**config.mk**
```make
export PLATFORM = sky130hd
export DESIGN_NAME = gsim_sweep_ctrl
export DESIGN_NICKNAME = d
export VERILOG_FILES = /design/src/rtl/gsim_sweep_ctrl.sv
export SDC_FILE = /design/constraint.sdc
export NUM_CORES = 1
export LEC_CHECK = 0
export ABC_CLOCK_PERIOD_IN_PS = 3500
export CAP_MARGIN = 10
export CORE_MARGIN = 8
export CORE_UTILIZATION = 41
export CTS_BUF_LIST = sky130_fd_sc_hd__clkbuf_16
export DETAILED_ROUTE_END_ITERATION = 12
export GPL_TIMING_DRIVEN = 0
export MAX_ROUTING_LAYER = met4
export PLACE_DENSITY = 0.86
export SLEW_MARGIN = 0
export SYNTH_ARGS = -nofsm -noshare
export SYNTH_HDL_FRONTEND = slang
export SYNTH_SLANG_ARGS = --single-unit
```
**constraint.sdc**
```tcl
create_clock -name clk -period 3.5 [get_ports clk]
set_clock_uncertainty 0.05 [all_clocks]
set_input_delay 0.35 -clock clk [delete_from_list [all_inputs] [get_ports clk]]
set_output_delay 0.35 -clock clk [all_outputs]
set_load 0.005 [all_outputs]
```
**src/rtl/gsim_sweep_ctrl.sv**
```systemverilog
// gsim_sweep_ctrl - sequencing controller for the 16-unknown Gauss-Seidel core.
//
// Loads the 16-word b vector from a valid/ready stream into the core's
// transposed storage, issues one sweep command per iteration until the core
// reports convergence (max delta <= TOL after at least N_ITER_MIN sweeps),
// the sweep cap N_ITER_MAX is reached, or the per-sweep watchdog fires, then
// drains the 16 x results through a backpressured output port.
//
// Ports:
//   clk, reset            clock (rising edge), synchronous active-low reset
//   in_en/in_ready/b_in   b-vector input stream, logical order b0..b15
//   core_ld_*             registered write strobe/address/data into the core
//   core_sweep_start      one-cycle sweep command
//   core_sweep_done       one-cycle sweep completion, core_delta valid with it
//   core_rd_addr/data     combinational read port of the core
//   out_valid/ready,x_out result stream, logical order x0..x15
//   busy                  solve or drain in progress
//   converged, timeout    termination cause, held until the next load
//   iter_count            sweeps completed in the current/last solve
module gsim_sweep_ctrl #(
  parameter int unsigned N_ITER_MAX = 100,
  parameter int unsigned N_ITER_MIN = 2,
  parameter logic [31:0] TOL        = 32'h0000_0010,
  parameter int unsigned WDOG       = 64
) (
  input  logic        clk,
  input  logic        reset,
  input  logic        in_en,
  output logic        in_ready,
  input  logic [15:0] b_in,
  output logic        core_ld_en,
  output logic [3:0]  core_ld_addr,
  output logic [15:0] core_ld_data,
  output logic        core_sweep_start,
  input  logic        core_sweep_done,
  input  logic [31:0] core_delta,
  output logic [3:0]  core_rd_addr,
  input  logic [31:0] core_rd_data,
  output logic        out_valid,
  input  logic        out_ready,
  output logic [31:0] x_out,
  output logic        busy,
  output logic        converged,
  output logic        timeout,
  output logic [9:0]  iter_count
);

  localparam int unsigned WDW  = $clog2(WDOG + 1);
  localparam logic [9:0]  IMAX = 10'(N_ITER_MAX);
  localparam logic [9:0]  IMIN = 10'(N_ITER_MIN);
  localparam logic [WDW-1:0] WLAST = WDW'(WDOG - 1);

  typedef enum logic [1:0] {
    LOAD  = 2'd0,
    START = 2'd1,
    WAIT  = 2'd2,
    DRAIN = 2'd3
  } state_t;

  // Logical index k lives at physical {k[1:0],k[3:2]} (transposed storage).
  function automatic logic [3:0] phys(input logic [3:0] k);
    return {k[1:0], k[3:2]};
  endfunction

  state_t         state_q, state_d;
  logic [3:0]     k_q, k_d;
  logic [3:0]     j_q, j_d;
  logic [WDW-1:0] wdog_q, wdog_d;
  logic [9:0]     iter_q, iter_d, iter_next;
  logic           conv_q, conv_d;
  logic           tmo_q, tmo_d;
  logic           ld_en_q, ld_en_d;
  logic [3:0]     ld_addr_q, ld_addr_d;
  logic [15:0]    ld_data_q, ld_data_d;

  always_ff @(posedge clk) begin
    if (!reset) begin
      state_q   <= LOAD;
      k_q       <= '0;
      j_q       <= '0;
      wdog_q    <= '0;
      iter_q    <= '0;
      conv_q    <= 1'b0;
      tmo_q     <= 1'b0;
      ld_en_q   <= 1'b0;
      ld_addr_q <= '0;
      ld_data_q <= '0;
    end else begin
      state_q   <= state_d;
      k_q       <= k_d;
      j_q       <= j_d;
      wdog_q    <= wdog_d;
      iter_q    <= iter_d;
      conv_q    <= conv_d;
      tmo_q     <= tmo_d;
      ld_en_q   <= ld_en_d;
      ld_addr_q <= ld_addr_d;
      ld_data_q <= ld_data_d;
    end
  end

  always_comb begin
    state_d   = state_q;
    k_d       = k_q;
    j_d       = j_q;
    wdog_d    = wdog_q;
    iter_d    = iter_q;
    conv_d    = conv_q;
    tmo_d     = tmo_q;
    ld_en_d   = 1'b0;
    ld_addr_d = ld_addr_q;
    ld_data_d = ld_data_q;
    iter_next = iter_q + 10'd1;

    unique case (state_q)
      LOAD: begin
        if (in_en) begin
          ld_en_d   = 1'b1;
          ld_addr_d = phys(k_q);
          ld_data_d = b_in;
          // The first beat of a solve retires the previous solve's status.
          if (k_q == 4'd0) begin
            conv_d = 1'b0;
            tmo_d  = 1'b0;
            iter_d = '0;
          end
          if (k_q == 4'd15) begin
            k_d     = '0;
            state_d = START;
          end else begin
            k_d = k_q + 4'd1;
          end
        end
      end

      START: begin
        wdog_d  = '0;
        state_d = WAIT;
      end

      WAIT: begin
        if (core_sweep_done) begin
          if (iter_q < IMAX) begin
            iter_d = iter_next;
          end
          // Convergence is tested first so it wins when it meets the cap.
          if (iter_next >= IMIN && core_delta <= TOL) begin
            conv_d  = 1'b1;
            state_d = DRAIN;
          end else if (iter_next >= IMAX) begin
            state_d = DRAIN;
          end else begin
            state_d = START;
          end
        end else if (wdog_q == WLAST) begin
          tmo_d   = 1'b1;
          state_d = DRAIN;
        end else begin
          wdog_d = wdog_q + WDW'(1);
        end
      end

      DRAIN: begin
        if (out_ready) begin
          if (j_q == 4'd15) begin
            j_d     = '0;
            state_d = LOAD;
          end else begin
            j_d = j_q + 4'd1;
          end
        end
      end

      default: state_d = LOAD;
    endcase
  end

  // Every output is gated by reset so the port is quiet for as long as reset
  // is held low, not just from the first clock edge of the reset.
  always_comb begin
    in_ready         = reset && (state_q == LOAD);
    core_sweep_start = reset && (state_q == START);
    out_valid        = reset && (state_q == DRAIN);
    busy             = reset && (state_q != LOAD);
    core_ld_en       = reset && ld_en_q;
    core_ld_addr     = reset ? ld_addr_q : '0;
    core_ld_data     = reset ? ld_data_q : '0;
    core_rd_addr     = reset ? phys(j_q) : '0;
    x_out            = out_valid ? core_rd_data : '0;
    converged        = reset && conv_q;
    timeout          = reset && tmo_q;
    iter_count       = reset ? iter_q : '0;
  end

endmodule

```
=== Yosys cells after proc, flatten, opt, wreduce, memory -nomap -nowiden ===
Index checks and enable logic that the tools add are counted.

* Flip-flop bits (word level): 50
* Output and inout port bits: 73

* Add/sub/neg operators: 4
* Order comparisons: 4
* Eq/ne operators: 18
* Muxes and demuxes: 33
* Reduce and logical (&&, ||, !) cells: 21

{| class="wikitable"
|+ Operators by type and width
! kind !! number
|-
| 10-bit 2-to-1 mux || 5
|-
| 32-bit by 5-bit <= comparator with 1-bit output (second input constant) || 1
|-
| 32-bit 2-to-1 mux || 1
|-
| 2-bit inequality test (second input constant) || 11
|-
| 10-bit case mux with 2 select lines || 1
|-
| 5-bit AND reduction || 4
|-
| 16-bit 2-to-1 mux || 1
|-
| 2-bit 2-to-1 mux || 8
|-
| 4-bit 2-to-1 mux || 4
|-
| 7-bit 2-to-1 mux || 2
|-
| 7-bit case mux with 2 select lines || 1
|-
| 10-bit by 1-bit adder with 10-bit output (second input constant) || 1
|-
| 10-bit by 2-bit greater-or-equal comparator with 1-bit output (second input constant) || 1
|-
| 10-bit by 7-bit greater-or-equal comparator with 1-bit output (second input constant) || 1
|-
| 10-bit by 7-bit < comparator with 1-bit output (second input constant) || 1
|-
| 4-bit by 1-bit adder with 4-bit output (second input constant) || 2
|-
| 4-bit == test (second input constant) || 2
|-
| 1-bit logical AND || 8
|-
| 2-bit case mux with 4 select lines || 1
|-
| 7-bit by 1-bit adder with 7-bit output (second input constant) || 1
|-
| 7-bit by 6-bit == test with 1-bit output (second input constant) || 1
|-
| 1-bit 2-to-1 mux || 7
|-
| 2-bit AND reduction || 3
|-
| 2-bit nonzero test || 3
|-
| other kinds (7) || 9
|}

=== Logic depth before layout (Yosys ltp) ===
Gate-level depths: netlist (run 1).

* Depth in word-level cells: 6
* Mapped depth: 8
* Gate-level depth less buffers: 6

=== Least setup slack after synthesis (run 1) ===
No wires, ideal clock.

* Path kind: register -> register
* From: register iter_q[0]
* To: register conv_q
* Library setup time: 86 ps
* Data arrival time: 1699 ps
* Data required time: 3364 ps
* Setup slack: 1665 ps
* Cell stages (with the launch flop): 8
* Buffers on the path: 1
* Period minus slack after synthesis: 1835 ps
* Cells stage by stage: dfxtp_1 > ha_1 > clkbuf_1 > nand4_1 > nand3_1 > nor3_1 > or3_1 > a211oi_1

* Word-level cells in the longest chain between the ends: 5

{| class="wikitable"
|+ Ends and longest elaborated chain
! what !! line !! source
|-
| from (decl) || 69 || <nowiki>logic [9:0] iter_q, iter_d, iter_next;</nowiki>
|-
| from (signal assigned) || 93 || <nowiki>iter_q <= iter_d;</nowiki>
|-
| 10-bit by 1-bit adder with 10-bit output || 113 || <nowiki>iter_next = iter_q + 10'd1;</nowiki>
|-
| 10-bit by 2-bit greater-or-equal comparator with 1-bit output || 147 || <nowiki>if (iter_next >= IMIN && core_delta <= TOL) begin</nowiki>
|-
| 1-bit logical AND || 147 ||
|-
| 2-bit inequality test (no source line) || - ||
|-
| 5-bit AND reduction (no source line) || - ||
|-
| to (signal assigned) || 94 || <nowiki>conv_q <= conv_d;</nowiki>
|-
| to (decl) || 70 || <nowiki>logic conv_q, conv_d;</nowiki>
|}

Every way passes these cells.
A chain may end at the register's enable or synchronous reset.

=== Worst setup path after layout (run 1) ===
* From: input reset
* To: output core_sweep_start

* Word-level cells in the longest chain between the ends: 1

{| class="wikitable"
|+ Ends and longest elaborated chain
! what !! line !! source
|-
| from (decl) || 27 || <nowiki>input logic reset,</nowiki>
|-
| 1-bit logical AND || 182 || <nowiki>core_sweep_start = reset && (state_q == START);</nowiki>
|-
| to (decl) || 34 || <nowiki>output logic core_sweep_start,</nowiki>
|}

Every way passes these cells.

==> results.txt, run 1 <==
The width of the die works out to 97.6 µm. The net switching share of the total power is 0.204, and the number of buffers inserted by hold repair at cts is 0. The part of the Yosys area used for sequential elements is 0.367.

The flow ran to the end, and the final reports show no timing, DRC or antenna violations. Leaving out filler cells and counting taps, the final layout contains 575. Sorting the synthesized cells by area gives the leading types as sky130_fd_sc_hd__dfxtp_1 (37%), sky130_fd_sc_hd__and2_1 (16%), sky130_fd_sc_hd__o22a_1 (5.8%), sky130_fd_sc_hd__nor2_1 (3.9%), sky130_fd_sc_hd__nand2_1 (2.9%).

CTS placed an instance of sky130_fd_sc_hd__clkbuf_16 at the clock tree root. The setup path with the least slack is of type input port to output pin. The final instance area came out at 0.00455 mm². After the last flow step, the layout net total stands at 589. The maximum number of pins on one net before global-route repair is 15, and the area share of and/or/nand/nor cells after synthesis is 0.346. The logs give 0.203 for the aggregate global-route resource usage and 0 for the final antenna-violating net count. The capturing element type of the critical path was an output pin.

The internal portion of the total power is 0.00105 W. Area fraction in compound gates after synthesis: 0.176. TritonCTS built the clock tree. The share of synthesized flip-flops with an asynchronous set or reset is 0. The main combinational cell family by area after synthesis is simple AND/OR/NAND/NOR gates. Setup repair after global routing left no endpoint under its margin.

Summed over all layers, the global routing overflow is 0. The repair_antennas step left the layout with diodes totalling 0. The logs give 334 for the post-synthesis instance total and 0 for the final-report max-slew violation count. The detailed placement HPWL is 7.63 mm, and the net switching component of the power is 0.000271 W. The initial core utilization is 0.427.

For this run, the leading register cell type out of synthesis is sky130_fd_sc_hd__dfxtp_1. The number of top-level pins is 158. For the detailed-routing iteration count for the pre-antenna-repair pass, the log shows 4. In this run, post-CTS repair resized a total of 0 instances.

In the final routed layout, each cell accounts on average for 16.7 µm. For the placeable core region, the log shows 0.00639 mm². The core occupancy in the finished layout was 0.713. The worst setup path is launched from an input port.

The logs give 0.00440 mm² for the total placed instance area and 203 for the number of DRC violations after detailed-routing iteration 0. The worst path in the final design needs a cycle of 2860 ps, including I/O delays and setup. Along the worst path, the maximum fanout reaches 10.

The part of the power in the clock network was 0.400. The number of vias in the routed layout came out at 3026. Counting instances in the post-synthesis netlist gives the leading cell types as sky130_fd_sc_hd__and2_1 (68), sky130_fd_sc_hd__dfxtp_1 (50), sky130_fd_sc_hd__nor2_1 (28).

The number of buffers inserted during clock tree synthesis was 5; the power density normalized to cell area was 291 mW/mm². The final total negative setup slack is 0 ps. Yosys instantiated no cell more often than sky130_fd_sc_hd__and2_1. CTS saw 50 sinks. The headroom to the max-slew limit is 0.631, and the fraction of synthesized cell area taken by the top area cell type is 0.367. The run gives 0 as the reported max-cap violation count. During placement, the flow inserted port buffers numbering 157. The number of antenna violations at the first check in global routing came out at 0. Setup violations remaining at the end of the flow were counted as 0. The via count of the first global-routing pass was 3047; the clock slew seen by the registers of the worst setup and hold paths was 60 ps. The fraction of synthesized cell area in xor and xnor cells was 0.0257; the final routed DRC violation total was 0.

No sink is reached through more buffers than the 2 on the longest clock path. The share of synthesized area spent on multiplexers came out at 0.00780. Summed over all cells, the static leakage comes to 1.74 nW. After detailed routing, the total wire length is 9.62 mm. The buffers inserted during post-CTS setup optimization was 0; the number of enable flip-flop cells after synthesis was 0. For the number of cell rows, the log shows 29. The final clock period utilization by the worst path was 0.817. After synthesis the cells add up to 0.00273 mm². The kind of path behind the tightest hold check was flip-flop to flip-flop. For the deepest level of the CTS H-tree, the log shows 2.

The area growth from synthesis to layout is 67.0%. The total count of hold-check failures in the final report is 0, and the sequential cell fraction of total power is 0.451. The share of synthesized cell area in full adder, half adder and majority cells is 0.0275, and the number of cells in the design after placement is 568. The tools report the distinct cell type count of the synthesized netlist as 48. The die covers 0.00952 mm².

Using the TritonRoute via totals, the vias-per-cell ratio works out to 5.26. Synthesis inferred 50 register bits. Mean post-synth cell area: 8.17 µm².

From bottom edge to top edge, the die measures 97.6 µm. Total of warnings raised by yosys: 0. The slew of the pin with the lowest slew margin was 553 ps; the part of the power in combinational logic was 0.149. For the worst setup path, the data required time is 3100 ps. The global placer's final weighted congestion is 0.854, and the net count of the mapped netlist is 425. The logs give 0.350 GHz for the maximum clock frequency and 2460 ps for the critical path arrival. The ratio of cells with drive above 1 in the final layout was 0.0402; the maximum ir drop on the vdd rail was 0.253 mV. Of all cell types, the one taking the most synthesized area is sky130_fd_sc_hd__dfxtp_1. The clock reaches the later pin of the worst-skew pair after 290 ps. The first global-routing pass estimated 15.6 mm of wire.
## metal layers
layer | up-vias | wire (µm) | GRT usage
met5 | - | 0 | -
met4 | 0 | 79 | 0.0431
met3 | 8 | 853 | 0.0676
met2 | 147 | 4710 | 0.359
met1 | 1382 | 3970 | 0.215
li1 | 1489 | - | -
## cells in the final DEF (no fill, tap or decap), types with 5 or more instances in the layout
cell	instances
sky130_fd_sc_hd__nand3_1	7
sky130_fd_sc_hd__a21oi_1	14
sky130_fd_sc_hd__o22a_1	18
sky130_fd_sc_hd__nor4_1	9
sky130_fd_sc_hd__dfxtp_1	50
sky130_fd_sc_hd__buf_2	5
sky130_fd_sc_hd__inv_1	11
sky130_fd_sc_hd__ha_1	6
sky130_fd_sc_hd__and2_1	68
sky130_fd_sc_hd__nand4_1	10
sky130_fd_sc_hd__nor3_1	7
sky130_fd_sc_hd__o21ai_0	12
sky130_fd_sc_hd__xor2_1	8
sky130_fd_sc_hd__nor2_1	28
sky130_fd_sc_hd__clkdlybuf4s50_1	157
sky130_fd_sc_hd__clkbuf_16	5
sky130_fd_sc_hd__clkbuf_1	14
sky130_fd_sc_hd__nand2_1	21
## flip-flops by register name, summed over array words and instances (netlist names)
register / cells
iter_q: 10
j_q: 4
conv_q: 1
ld_addr_q: 4
ld_en_q: 1
k_q: 4
state_q: 2
ld_data_q: 16
wdog_q: 7
tmo_q: 1
## final cells by class
| class | count | area [µm²] |
|---|---|---|
| Multi-Input combinational cell | 252 | 1590 |
| Tap cell | 77 | 96.3 |
| Fill cell | 489 | 1830 |
| Inverter | 11 | 41.3 |
| Timing Repair Buffer | 157 | 1570 |
| Buffer | 21 | 96.3 |
| Clock buffer | 5 | 125 |
| Sequential cell | 50 | 1000 |
| Clock inverter | 2 | 33.8 |
## worst max-delay path, cell delays in order
cell	delay, ps
sky130_fd_sc_hd__clkdlybuf4s50_1	510
sky130_fd_sc_hd__inv_1	140
sky130_fd_sc_hd__clkbuf_1	390
sky130_fd_sc_hd__clkbuf_1	490
sky130_fd_sc_hd__nor2_1	100
sky130_fd_sc_hd__clkdlybuf4s50_1	470
## through the flow
step | setup WS, ps | hold WS, ps | total power [W]
after floorplan | 1670 | 382 | 0.000667
after global placement | 658 | 396 | 0.000803
after detailed placement | 676 | 392 | 0.000807
after CTS | 665 | 424 | 0.00134
after global routing | 484 | 463 | 0.00137
final | 639 | 425 | 0.00133
## final timing paths
kind                start               end  slack, ps  depth (start not counted)
min          ld_addr_q[2]      ld_addr_q[2]        430                          2
min reg2reg  ld_addr_q[2]      ld_addr_q[2]        430                          2
max                 reset  core_sweep_start        640                          6
max reg2reg     iter_q[0]            conv_q       1330                          7
## logic make-up (layout without fill, tap and decap cells)
| logic type | count (synthesis) | count (layout) |
|---|---|---|
| buffers and inverters | 32 | 196 |
| multiplexers | 2 | 2 |
| adder cells (fa/ha/maj) | 6 | 6 |
| XOR/XNOR | 8 | 8 |
| AO/OA/AOI/OAI | 65 | 65 |
| flip-flops | 50 | 50 |
| AND/OR/NAND/NOR | 171 | 171 |
## power groups by stage
| stage | clock (W) | sequential [W] | combinational [W] |
|---|---|---|---|
| final | 0.000530 | 0.000597 | 0.000198 |
| after global routing | 0.000560 | 0.000599 | 0.000215 |
| after floorplan | 0 | 0.000608 | 0.0000591 |
| after CTS | 0.000539 | 0.000597 | 0.000199 |
| after global placement | 0 | 0.000610 | 0.000193 |
| after detailed placement | 0 | 0.000610 | 0.000197 |
Note: power is estimated with default switching activity, not from simulation.
==> run 2, diff against run 1 <==
--- a/config.mk
+++ b/config.mk
@@ -5,15 +5,15 @@
 export SDC_FILE = /design/constraint.sdc
 export NUM_CORES = 1
 export LEC_CHECK = 0
-export ABC_CLOCK_PERIOD_IN_PS = 3500
+export ABC_CLOCK_PERIOD_IN_PS = 2700
 export CAP_MARGIN = 10
 export CORE_MARGIN = 8
-export CORE_UTILIZATION = 41
+export CORE_UTILIZATION = 38
 export CTS_BUF_LIST = sky130_fd_sc_hd__clkbuf_16
 export DETAILED_ROUTE_END_ITERATION = 12
 export GPL_TIMING_DRIVEN = 0
 export MAX_ROUTING_LAYER = met4
-export PLACE_DENSITY = 0.86
+export PLACE_DENSITY = 0.8
 export SLEW_MARGIN = 0
 export SYNTH_ARGS = -nofsm -noshare
 export SYNTH_HDL_FRONTEND = slang
==> constraint.sdc (replaced) <==
create_clock -name clk -period 2.7 [get_ports clk]
set_clock_uncertainty 0.05 [all_clocks]
set_input_delay 0.27 -clock clk [delete_from_list [all_inputs] [get_ports clk]]
set_output_delay 0.27 -clock clk [all_outputs]
set_load 0.005 [all_outputs]
==> run 2 against run 1 <==
Effect of this change:
- wire length decreased by 1.3%
- sequential cell count unchanged
- critical path depth unchanged
- global-route usage decreased by 1.6 points
- clock power increased by 35%
- largest power group unchanged
- critical endpoint is now timeout
==> results.txt, run 2 (synthesis results as in run 1) <==
The reported max-cap violation count is 0 (unchanged), and the time the final worst path needs with I/O delays and setup is 2530 ps. The run finished with clean final reports. STA classifies the critical path endpoint as an output pin. The number of buffers inserted during clock tree synthesis is 5 (unchanged). For the maximum clock frequency, the log shows 0.395 GHz. The ratio of routed vias to standard cells is 5.03 (-4.5%).

The number of DRC violations after detailed-routing iteration 0 is 117 (-42%), and the total overflow reported by the global router is 0 (unchanged). The final clock period utilization by the worst path works out to 0.937. The vertical die dimension was 101 µm (+3.2%); the non-filler instance count after layout was 598 (+4.0%).

The global placer's final weighted congestion was 0.927 (+8.6%); the slew of the pin with the lowest slew margin was 467 ps (-86.0 ps). The flip-flop count of the largest register after layout is 16 (unchanged). The run gives 0 (unchanged) as the total of endpoints with negative setup slack in the final report. The run gives 2380 ps (-720 ps) as the data required time of the worst path. The number of antenna violations at the first check in global routing was 0 (unchanged); the final-report max-slew violation count was 0 (unchanged). Clock slew seen by the registers of the worst setup and hold paths: 60 ps (about the same). The number of cells in the design after placement is 590 (+3.9%), and the placeable core region is 0.00710 mm² (+11%).

The area enclosed by the die boundary came out at 0.0101 mm² (+6.6%). The kind of path behind the tightest hold check was flip-flop to flip-flop. Total count of hold-check failures in the final report: 0 (unchanged). The maximum clock insertion buffer count was 2 (unchanged). The logs give 17 (+2) for the maximum number of pins on one net before global-route repair and 9.49 mm (-1.3%) for the post-detailed-routing wire length. The hold slack is 410 ps (-15.1 ps). The number of vias in the routed layout is 3006 (-0.66%), and the largest fanout on the critical path is 10 (unchanged).

The clock tree root driver cell was sky130_fd_sc_hd__clkbuf_16. The width of the die is 101 µm (+3.2%). The worst hold path stage count was 2 (unchanged); the count of buffers from port buffering was 157 (unchanged).

Setup repair after global routing left no endpoint under its margin. The logs give 589 (unchanged) for the count of nets after finishing and 2210 ps (-250 ps) for the critical path arrival. Ratio of cells with drive above 1 in the final layout: 0.0501 (+0.00994). The tools report the number of cell rows as 31 (+6.9%).

The final antenna-violating net count was 0 (unchanged); the worst reg-to-reg path cell count was 7 (unchanged). The tools report the deepest level of the CTS H-tree as 2 (unchanged). The tools report the nature of the critical path startpoint as an input port. The tools report the maximum ir drop on the vdd rail as 0.425 mV (+68%). The final routed DRC violation total is 0 (unchanged). TritonCTS built the clock tree. The average wire length per cell after detail routing works out to 15.9 µm (-5.1%). The total number of clock tree sinks was 50 (unchanged). The headroom to the max-slew limit was 0.689 (+0.0574).

Relative to the synthesized area, the layout overhead comes to 68.6%. The critical path in this run is classified as input port to output pin. The power density normalized to cell area came out at 379 mW/mm² (+30%). The register with the most flip-flops in the final layout is ld_data_q. For the via count of the first global-routing pass, the log shows 2994 (-1.7%).

Number of top-level pins: 158 (unchanged). The tools report the detailed-routing iteration count for the pre-antenna-repair pass as 4 (unchanged). The largest registers in the layout are ld_data_q x16, iter_q x10, wdog_q x7. In the layout the commonest cells are sky130_fd_sc_hd__clkdlybuf4s50_1 (157), sky130_fd_sc_hd__and2_1 (68), sky130_fd_sc_hd__dfxtp_1 (50).

The leakage power of the design was 1.74 nW (+0.25%). The library cell used most frequently in the layout, excluding fill and tap cells, is sky130_fd_sc_hd__clkdlybuf4s50_1. The initial core utilization is 0.384 (-0.0428), and the global-route wire length before repair is 14.8 mm (-5.2%).

The detailed placement HPWL was 7.82 mm (+2.5%); the source-to-sink clock delay at the later pin of the worst-skew pair was 290 ps (about the same). Number of diodes: 0 (unchanged). The aggregate global-route resource usage is 0.187 (-0.0161).
-- run 2: timing repair --
item / 4_1_cts / 5_1_grt
pin swaps: 0 / 0
endpoints found under the hold margin: 0 / 0
setup buffers: 0 / 0
gates resized for setup: 1 / 3
hold buffers: 0 / 0
endpoints found under the setup margin: 2 / 36
-- run 2: critical path: stages --
cell	delay, ps
sky130_fd_sc_hd__clkdlybuf4s50_1	500
sky130_fd_sc_hd__inv_1	150
sky130_fd_sc_hd__clkbuf_1	390
sky130_fd_sc_hd__clkbuf_2	340
sky130_fd_sc_hd__nor2_1	90
sky130_fd_sc_hd__clkdlybuf4s50_1	450
-- run 2: report_power, final --
group,internal (W),switching [W],total (W)
logic,0.000173,0.0000841,0.000257
clock network,0.000437,0.000276,0.000713
registers,0.000766,0.00000825,0.000775
-- run 2: area by class of cell --
type                            instances  area, µm²
Clock inverter                          3       45.0
Multi-Input combinational cell        252       1590
Tap cell                               99        124
Inverter                               11       41.3
Clock buffer                            5        125
Timing Repair Buffer                  157       1570
Sequential cell                        50       1000
Buffer                                 21       98.8
Fill cell                             638       2500
-- run 2: worst paths after layout --
path           startpoint      endpoint  slack [ps]
max                 reset       timeout         170
min          ld_addr_q[2]  ld_addr_q[2]         410
max reg2reg     iter_q[0]        conv_q         540
min reg2reg  ld_addr_q[2]  ld_addr_q[2]         410
-- run 2: metal layers --
layer	global-route usage	part of all wire	vias to the layer above	wire [µm]
met1	0.199	0.40	1352	3810
met2	0.326	0.49	139	4660
met3	0.0490	0.085	18	805
li1	-	-	1497	-
met4	0.0709	0.024	0	225
met5	-	0	-	0
-- run 2: stage by stage --
stage           util  TNS [ps]  area, µm²  setup WS [ps]  power (W)
2_1_floorplan      -         0       2730            865   0.000865
3_3_place_gp   0.623     -18.9       4420          -12.1    0.00104
3_5_place_dp   0.623     -1.90       4420          -1.90    0.00105
4_1_cts        0.647         0       4590           42.0    0.00177
5_1_grt        0.648         0       4600           34.1    0.00181
6_report       0.648         0       4600            170    0.00174
==> run 3, diff against run 2 <==
--- a/config.mk
+++ b/config.mk
@@ -12,9 +12,9 @@
 export CTS_BUF_LIST = sky130_fd_sc_hd__clkbuf_16
 export DETAILED_ROUTE_END_ITERATION = 12
 export GPL_TIMING_DRIVEN = 0
+export HOLD_SLACK_MARGIN = 0.05
 export MAX_ROUTING_LAYER = met4
 export PLACE_DENSITY = 0.8
-export SLEW_MARGIN = 0
 export SYNTH_ARGS = -nofsm -noshare
 export SYNTH_HDL_FRONTEND = slang
 export SYNTH_SLANG_ARGS = --single-unit
==> results of run 3 <==
Same layout as run 2: the final DEF is identical, and so are final timing and power.
